## src/rtl/count_sequencer.sv

```systemverilog
`default_nettype none
// ============================================================================
//  Module      : count_sequencer
//  Description : Rate-divided controller for an 8-bit toggle-flip-flop
//                counter. Produces the counter's toggle enable and its
//                active-low clear, handles start/stop/single-step commands,
//                and either halts or wraps when the count reaches a
//                programmable terminal value.
//  Revision    : 1.0  initial release
// ============================================================================
module count_sequencer #(
    parameter int DIV_WIDTH = 26
) (
    input  logic                 clk,
    input  logic                 clear_b,
    input  logic                 start,
    input  logic                 stop,
    input  logic                 step,
    input  logic [DIV_WIDTH-1:0] div_max,
    input  logic [7:0]           limit,
    input  logic                 wrap,
    input  logic [7:0]           Q,
    output logic                 t,
    output logic                 cnt_clear_b,
    output logic                 running,
    output logic                 done,
    output logic                 wrapped
);

    localparam logic [1:0] S_IDLE = 2'd0;
    localparam logic [1:0] S_CLR  = 2'd1;
    localparam logic [1:0] S_RUN  = 2'd2;
    localparam logic [1:0] S_DONE = 2'd3;

    localparam logic [DIV_WIDTH-1:0] c_div_zero = '0;
    localparam logic [DIV_WIDTH-1:0] c_div_one  = DIV_WIDTH'(1);

    logic [1:0]           r_state;
    logic [1:0]           w_state_nxt;
    logic [DIV_WIDTH-1:0] r_div;
    logic [DIV_WIDTH-1:0] w_div_nxt;
    logic [DIV_WIDTH-1:0] w_div_eff;
    logic                 w_tick;
    logic                 w_at_limit;

    logic                 w_t_nxt;
    logic                 w_clr_b_nxt;
    logic                 w_running_nxt;
    logic                 w_done_nxt;
    logic                 w_wrapped_nxt;

    // A divider of 0 would let t fire on back-to-back cycles, so the
    // smallest usable period is two cycles. A ">=" compare keeps the
    // divider from running away if div_max is lowered mid-period.
    assign w_div_eff  = (div_max <= c_div_one) ? c_div_one : div_max;
    assign w_tick     = (r_state == S_RUN) && (r_div >= w_div_eff);
    assign w_at_limit = (Q == limit);

    // State, divider and registered outputs; reset holds the counter clear.
    always_ff @(posedge clk or negedge clear_b) begin
        if (!clear_b) begin
            r_state     <= S_IDLE;
            r_div       <= c_div_zero;
            t           <= 1'b0;
            cnt_clear_b <= 1'b0;
            running     <= 1'b0;
            done        <= 1'b0;
            wrapped     <= 1'b0;
        end else begin
            r_state     <= w_state_nxt;
            r_div       <= w_div_nxt;
            t           <= w_t_nxt;
            cnt_clear_b <= w_clr_b_nxt;
            running     <= w_running_nxt;
            done        <= w_done_nxt;
            wrapped     <= w_wrapped_nxt;
        end
    end

    // Next state and divider; stop beats start beats step in every state.
    always_comb begin
        w_state_nxt = r_state;
        w_div_nxt   = c_div_zero;
        case (r_state)
            S_IDLE: begin
                if (stop) begin
                    w_state_nxt = S_IDLE;
                end else if (start) begin
                    w_state_nxt = S_CLR;
                end
            end
            S_CLR: begin
                if (stop) begin
                    w_state_nxt = S_IDLE;
                end else if (start) begin
                    w_state_nxt = S_CLR;
                end else begin
                    w_state_nxt = S_RUN;
                end
            end
            S_RUN: begin
                if (stop) begin
                    w_state_nxt = S_IDLE;
                end else if (start) begin
                    w_state_nxt = S_CLR;
                end else if (w_tick) begin
                    if (w_at_limit && !wrap) begin
                        w_state_nxt = S_DONE;
                    end
                end else begin
                    w_div_nxt = r_div + c_div_one;
                end
            end
            S_DONE: begin
                if (stop) begin
                    w_state_nxt = S_IDLE;
                end else if (start) begin
                    w_state_nxt = S_CLR;
                end
            end
            default: begin
                w_state_nxt = S_IDLE;
            end
        endcase
    end

    // Next values of the registered outputs, decided from the current state.
    always_comb begin
        w_t_nxt       = 1'b0;
        w_clr_b_nxt   = 1'b1;
        w_done_nxt    = 1'b0;
        w_wrapped_nxt = 1'b0;
        case (r_state)
            S_IDLE: begin
                if (!stop) begin
                    if (start) begin
                        w_clr_b_nxt = 1'b0;
                    end else if (step) begin
                        // Manual increment: no terminal-value check here.
                        w_t_nxt = 1'b1;
                    end
                end
            end
            S_CLR: begin
                if (!stop && start) begin
                    w_clr_b_nxt = 1'b0;
                end
            end
            S_RUN: begin
                if (!stop) begin
                    if (start) begin
                        w_clr_b_nxt = 1'b0;
                    end else if (w_tick) begin
                        if (!w_at_limit) begin
                            w_t_nxt = 1'b1;
                        end else if (!wrap) begin
                            w_done_nxt = 1'b1;
                        end else begin
                            // Clear instead of incrementing, so the count
                            // never reaches the counter's own rollover.
                            w_clr_b_nxt   = 1'b0;
                            w_wrapped_nxt = 1'b1;
                        end
                    end
                end
            end
            S_DONE: begin
                if (!stop && start) begin
                    w_clr_b_nxt = 1'b0;
                end
            end
            default: begin
                w_clr_b_nxt = 1'b1;
            end
        endcase
        w_running_nxt = (w_state_nxt == S_CLR) || (w_state_nxt == S_RUN);
    end

endmodule
`default_nettype wire
```

## config.mk

```make
export PLATFORM = sky130hd
export DESIGN_NAME = count_sequencer
export DESIGN_NICKNAME = d
export VERILOG_FILES = /design/src/rtl/count_sequencer.sv
export SDC_FILE = /design/constraint.sdc
export NUM_CORES = 1
export LEC_CHECK = 0
export BUFFER_PORTS_ARGS = -buffer_cell sky130_fd_sc_hd__buf_2
export CAP_MARGIN = 20
export CORE_MARGIN = 2
export CORE_UTILIZATION = 49
export CTS_CLUSTER_DIAMETER = 100
export DETAILED_ROUTE_END_ITERATION = 10
export PLACE_DENSITY = 0.79
export SETUP_SLACK_MARGIN = 0.15
export SYNTH_ARGS = -nofsm -noshare
export SYNTH_HDL_FRONTEND = slang
export SYNTH_SLANG_ARGS = --single-unit
```

## constraint.sdc

```tcl
create_clock -name clk -period 2.3 [get_ports clk]
set_input_delay 0.575 -clock clk [delete_from_list [all_inputs] [get_ports clk]]
set_output_delay 0.575 -clock clk [all_outputs]
set_load 0.05 [all_outputs]
```

# --- Word-level counts from Yosys, hierarchy flattened ---
# Index checks and enable logic that the tools add are counted.
totals:
  register_bits: 33
  latchBits: 0
  mem_bits_rw: 0
  romBits: 0
  input_bits: 48
  output_inout_bits: 5
  word_cells: 67
  memories: 0
classes:
  n_addsub: 1
  mul: 0
  div: 0
  magnitude_cmp: 2
  n_eq_ne: 6
  n_shift: 0
  mux: 42
  bitwise_logic: 0
  reduce_logical: 9
op_table:
  columns: ["cell", "n"]
  rows:
  - ["2-to-1 mux 26 bit", 5]
  - ["adder 26 x 1 -> 26 bit, second input constant", 1]
  - ["greater-or-equal comparator 26 bit", 1]
  - ["less-or-equal comparator 26 x 1 -> 1 bit, second input constant", 1]
  - ["2-to-1 mux 1 bit", 26]
  - ["2-to-1 mux 2 bit", 8]
  - ["equality test 8 bit", 1]
  - ["equality test 2 bit, second input constant", 3]
  - ["case mux 2 bit (3 select lines)", 1]
  - ["equality test 2 x 1 -> 1 bit, second input constant", 2]
  - ["OR reduction 2 bit", 2]
  - ["logical AND 1 bit", 3]
  - ["case mux 1 bit (3 select lines)", 1]
  - ["zero test 1 bit", 2]
  - ["zero test 2 bit", 1]
  - ["case mux 1 bit (2 select lines)", 1]
  - ["logical OR 1 bit", 1]

# --- Logic depth before layout (Yosys ltp) ---
logic_depth:
  word_depth: 10
  depth_mapped: 13

# --- Worst setup path after synthesis ---
# No wires, ideal clock.
synth_path:
  path_type: "in2reg"
  startpoint: "input div_max[1]"
  endpoint: "register r_div[14]"
  setup_ns: 0.072
  arrival_time_ns: 2.848
  path_slack_ns: -0.620
  cell_stages: 13
  path_buffers: 1
  cell_sequence: "nor4_1 -> nand2_1 -> nor4_1 -> a41o_1 -> ha_1 -> nand2b_1 -> a21oi_1 -> o21ai_1 -> a221o_1 -> a211oi_4 -> nand3_4 -> buf_4 -> nor2_1"
synth_via:
  elab_chain_len: 8
synth_lines:
  columns: ["element", "line_no", "source"]
  rows:
  - ["start, declared", "19", "input logic [DIV_WIDTH-1:0] div_max,"]
  - ["less-or-equal comparator 26 x 1 -> 1 bit", "55", "assign w_div_eff = (div_max <= c_div_one) ? c_div_one : div_max;"]
  - ["2-to-1 mux 26 bit (*)", "55", null]
  - ["greater-or-equal comparator 26 bit (*)", "56", "assign w_tick = (r_state == S_RUN) && (r_div >= w_div_eff);"]
  - ["logical AND 1 bit (*)", "56", null]
  - ["2-to-1 mux 26 bit (*)", "106", "end else if (w_tick) begin"]
  - ["2-to-1 mux 26 bit (*)", "104", "end else if (start) begin"]
  - ["2-to-1 mux 26 bit (*)", "102", "if (stop) begin"]
  - ["2-to-1 mux 26 bit (*)", "84", "case (r_state)"]
  - ["via w_div_nxt[14]", "41", "logic [DIV_WIDTH-1:0] w_div_nxt;"]
  - ["end signal, assigned", "63", "r_div <= c_div_zero;"]
  - ["end signal, assigned", "71", "r_div <= w_div_nxt;"]
  - ["end, declared", "40", "logic [DIV_WIDTH-1:0] r_div;"]
# Mark *: on every way through the listed nets, which the timed path passes. The rest lies on a longest branch.

# --- Worst setup path after layout ---
layout_path:
  startpoint: "input div_max[1]"
  endpoint: "register r_state[1]"
layout_via:
  elab_chain_len: 8
layout_lines:
  columns: ["element", "line_no", "source"]
  rows:
  - ["less-or-equal comparator 26 x 1 -> 1 bit", "55", null]
  - ["2-to-1 mux 26 bit (*)", "55", null]
  - ["greater-or-equal comparator 26 bit (*)", "56", null]
  - ["logical AND 1 bit (*)", "56", null]
  - ["2-to-1 mux 2 bit (*)", "106", null]
  - ["2-to-1 mux 2 bit (*)", "104", null]
  - ["2-to-1 mux 2 bit (*)", "102", null]
  - ["case mux 2 bit (3 select lines) (*)", "84", null]
  - ["via w_state_nxt[1]", "39", "logic [1:0] w_state_nxt;"]
  - ["end signal, assigned", "70", "r_state <= w_state_nxt;"]
  - ["end, declared", "38", "logic [1:0] r_state;"]
# Marked as above.

==> flow_summary.ini <==
[cells_and_area]
area_delta_synth_final_pct = 33.6
fin_nets = 437
fillers = 365
ff_latch_area_um2 = 826
drive_gt1_share_pct = 31.0
layout_commonest_cell = buf_2
final_cell_mix = 48 x buf_2, 33 x dfrtp_1, 32 x inv_1, 32 x buf_4, 31 x ha_1
multi_input_area_mm2 = 0.00149
diodes = 0
fin_area_mm2 = 0.00316

[yosys]
synth_nets = 345
synth_cell_types = 36
syn_area_mm2 = 0.00237
synth-seq-area-share_pct = 34.9
yosys_warnings = 0
synthCells = 266
avgSynthCellArea_um2 = 8.89
async_reset_ff_share_pct = 100
synth-seq-cells = 33
ys.flop_type = dfrtp_1
synth-edff-count = 0

[drt]
drc = 0
num_vias = 2175
first_pass_iters = 4
drt.antenna.violating_nets = 0
wl_um = 5970
routed_via_density = 5.28
drt-initial-drc-count = 86
routedWlPerCell_um = 14.5

[placement]
place_ws_ns = -0.878
gp_congestion = 0.905
dpl.hpwl_um = 4400
post_dp_cell_area_mm2 = 0.00297
io_buffers = 52

[sta]
rsz0062_at_grt = true
worst_clock_skew_ns = 0.00809
hold_viol = 0
slew_viol_final = 0
setup_slack_ns = -0.658
fmax_mhz = 338
whs_ns = 0.342
layout_min_cycle_time_ns = 2.96
post-route-period-util_pct = 129
setup_viol = 33
worst_slew_pin_slew_ns = 0.733
slew_headroom_pct = 51.1

[global_route]
grt_max_degree = 34
grt_pass1_wl_um = 9030
antenna_found_initial = 0
grt_use_total_pct = 22.2
grt_overflow = 0
grt_pass1_vias = 2046

[power]
switching_share_pct = 26.0
p_seq_share_pct = 47.7
p_int_w = 0.000919
power.density_mw_per_mm2 = 393
finalPower_w = 0.00124
vdd_ir_drop_max_mv = 0.268
leakagePower_nw = 1.63
p_sw_w = 0.000323
comb_power_share_pct = 16.7
p_clk_share_pct = 35.7

[clock_tree]
cts-htree-levels = 2
clock-root-buffer = clkbuf_8
path_clk_slew_ns = 0.07
cts_tree = built
cts-buffers-inserted = 5
clock-sinks = 33
insertion_delay_ns = 0.29
cts_buffer_depth = 2

[run]
cap_violations = 0

[worst_setup_path]
worstPathRequired_ns = 2.46
path_max_fanout = 4
end_kind = register
arrival_ns = 3.12
r2r_cells = 8
worstSetupPathType = in2reg
critPathLaunchType = input pin

[floorplanning]
initial_utilization_pct = 50.4
coreArea_mm2 = 0.00469
rows = 25
pin_count = 53
die_width_um = 73.5
die_h_um = 73.5
die-area_mm2 = 0.00540

[outcome]
status = finished with violations
violations = setup timing

[hold_path]
hp-class = in2async
==> path summary, 6_finish.rpt <==
kind,startpoint,end,slack (ns)
worst min register to register,r_div[0],r_div[0],0.54
worst max register to register,r_div[3],r_state[1],-0.24
worst max-delay path,div_max[1],r_state[1],-0.66
max in group asynchronous,clear_b,t,1.48
min in group clk,start,cnt_clear_b,0.51
worst min-delay path,clear_b,r_div[13],0.34
==> cell type report <==
class / instances / area share, %
multi-input cells: 199 / 47.2
flip-flops and latches: 33 / 26.1
repair buffers: 87 / 18.0
inverters: 32 / 3.80
clock buffers: 7 / 2.73
well taps: 54 / 2.14
==> sequential cells by signal (all words and copies together) (netlist names) <==
register,flops
r_div,26
done,1
wrapped,1
running,1
t,1
cnt_clear_b,1
r_state,2
==> stage by stage <==
step | TNS, ns | cells | util (%)
floorplan | -16.70 | 266 | -
finish | -19.65 | 412 | 67.4
global placement | -23.13 | 404 | 63.3
CTS | -16.64 | 411 | 66.0
detailed placement | -27.33 | 404 | 63.3
global route | -24.43 | 412 | 67.4
==> Yosys cell counts (4+ instances only) <==
cell type / count / area share [%]
nor2_1: 34 / 5.4
dfrtp_1: 33 / 35
inv_1: 32 / 5.1
ha_1: 31 / 16
xor2_1: 23 / 8.5
nand2_1: 18 / 2.9
nand3_1: 13 / 2.7
a21oi_1: 11 / 2.3
nand4_1: 9 / 2.4
nor4_1: 9 / 2.4
xnor2_1: 9 / 3.3
nor3_1: 5 / 1.1
and3_1: 4 / 1.1
nand2b_1: 4 / 1.1
o21ai_0: 4 / 0.85
==> logic make-up after synthesis <==
group                      count (synthesis)  share of synthesized area, %
AOI/OAI and AO/OA                         28                          7.83
and+or+nand+nor                          108                          23.3
buffers and inverters                     34                          5.71
adders and majority gates                 31                          16.4
DFF                                       33                          34.9
xor gates and xnor gates                  32                          11.8
==> power by group through the flow <==
stage / registers (W) / logic, W / clock network, W
global route: 0.000593 / 0.000230 / 0.000474
detailed placement: 0.000603 / 0.000195 / 0
CTS: 0.000593 / 0.000200 / 0.000450
floorplan: 0.000617 / 0.0000735 / 0
finish: 0.000592 / 0.000207 / 0.000443
global placement: 0.000603 / 0.000186 / 0
==> layer usage <==
layer / global-route usage (%) / share of wire (%) / vias to the layer above / wire, um
met5: 0 / 0 / - / 0
met4: 8.28 / 2.5 / 0 / 151
met3: 3.70 / 4.4 / 14 / 263
met2: 37.2 / 51 / 68 / 3020
met1: 28.5 / 42 / 1001 / 2530
li1: - / - / 1092 / -
==> timing repair <==
action | in CTS | in global routing
pin swaps | 1 | 3
endpoints found under the setup margin | 33 | 33
hold buffers | 0 | 0
gates resized for setup | 11 | 13
endpoints found under the hold margin | 0 | 0
setup buffers | 0 | 1
==> worst max-delay path: stages <==
cell and delay (ns):
buf_6 0.10, nor4_4 0.26, nand2_1 0.11, nor4_2 0.15, a41o_1 0.22, ha_1 0.23
nand2b_4 0.15, a21oi_2 0.12, o21ai_1 0.08, a221o_1 0.34, a211oi_4 0.36, nor3_1 0.16
or2_1 0.25
Note: power is estimated with default switching activity, not from simulation.
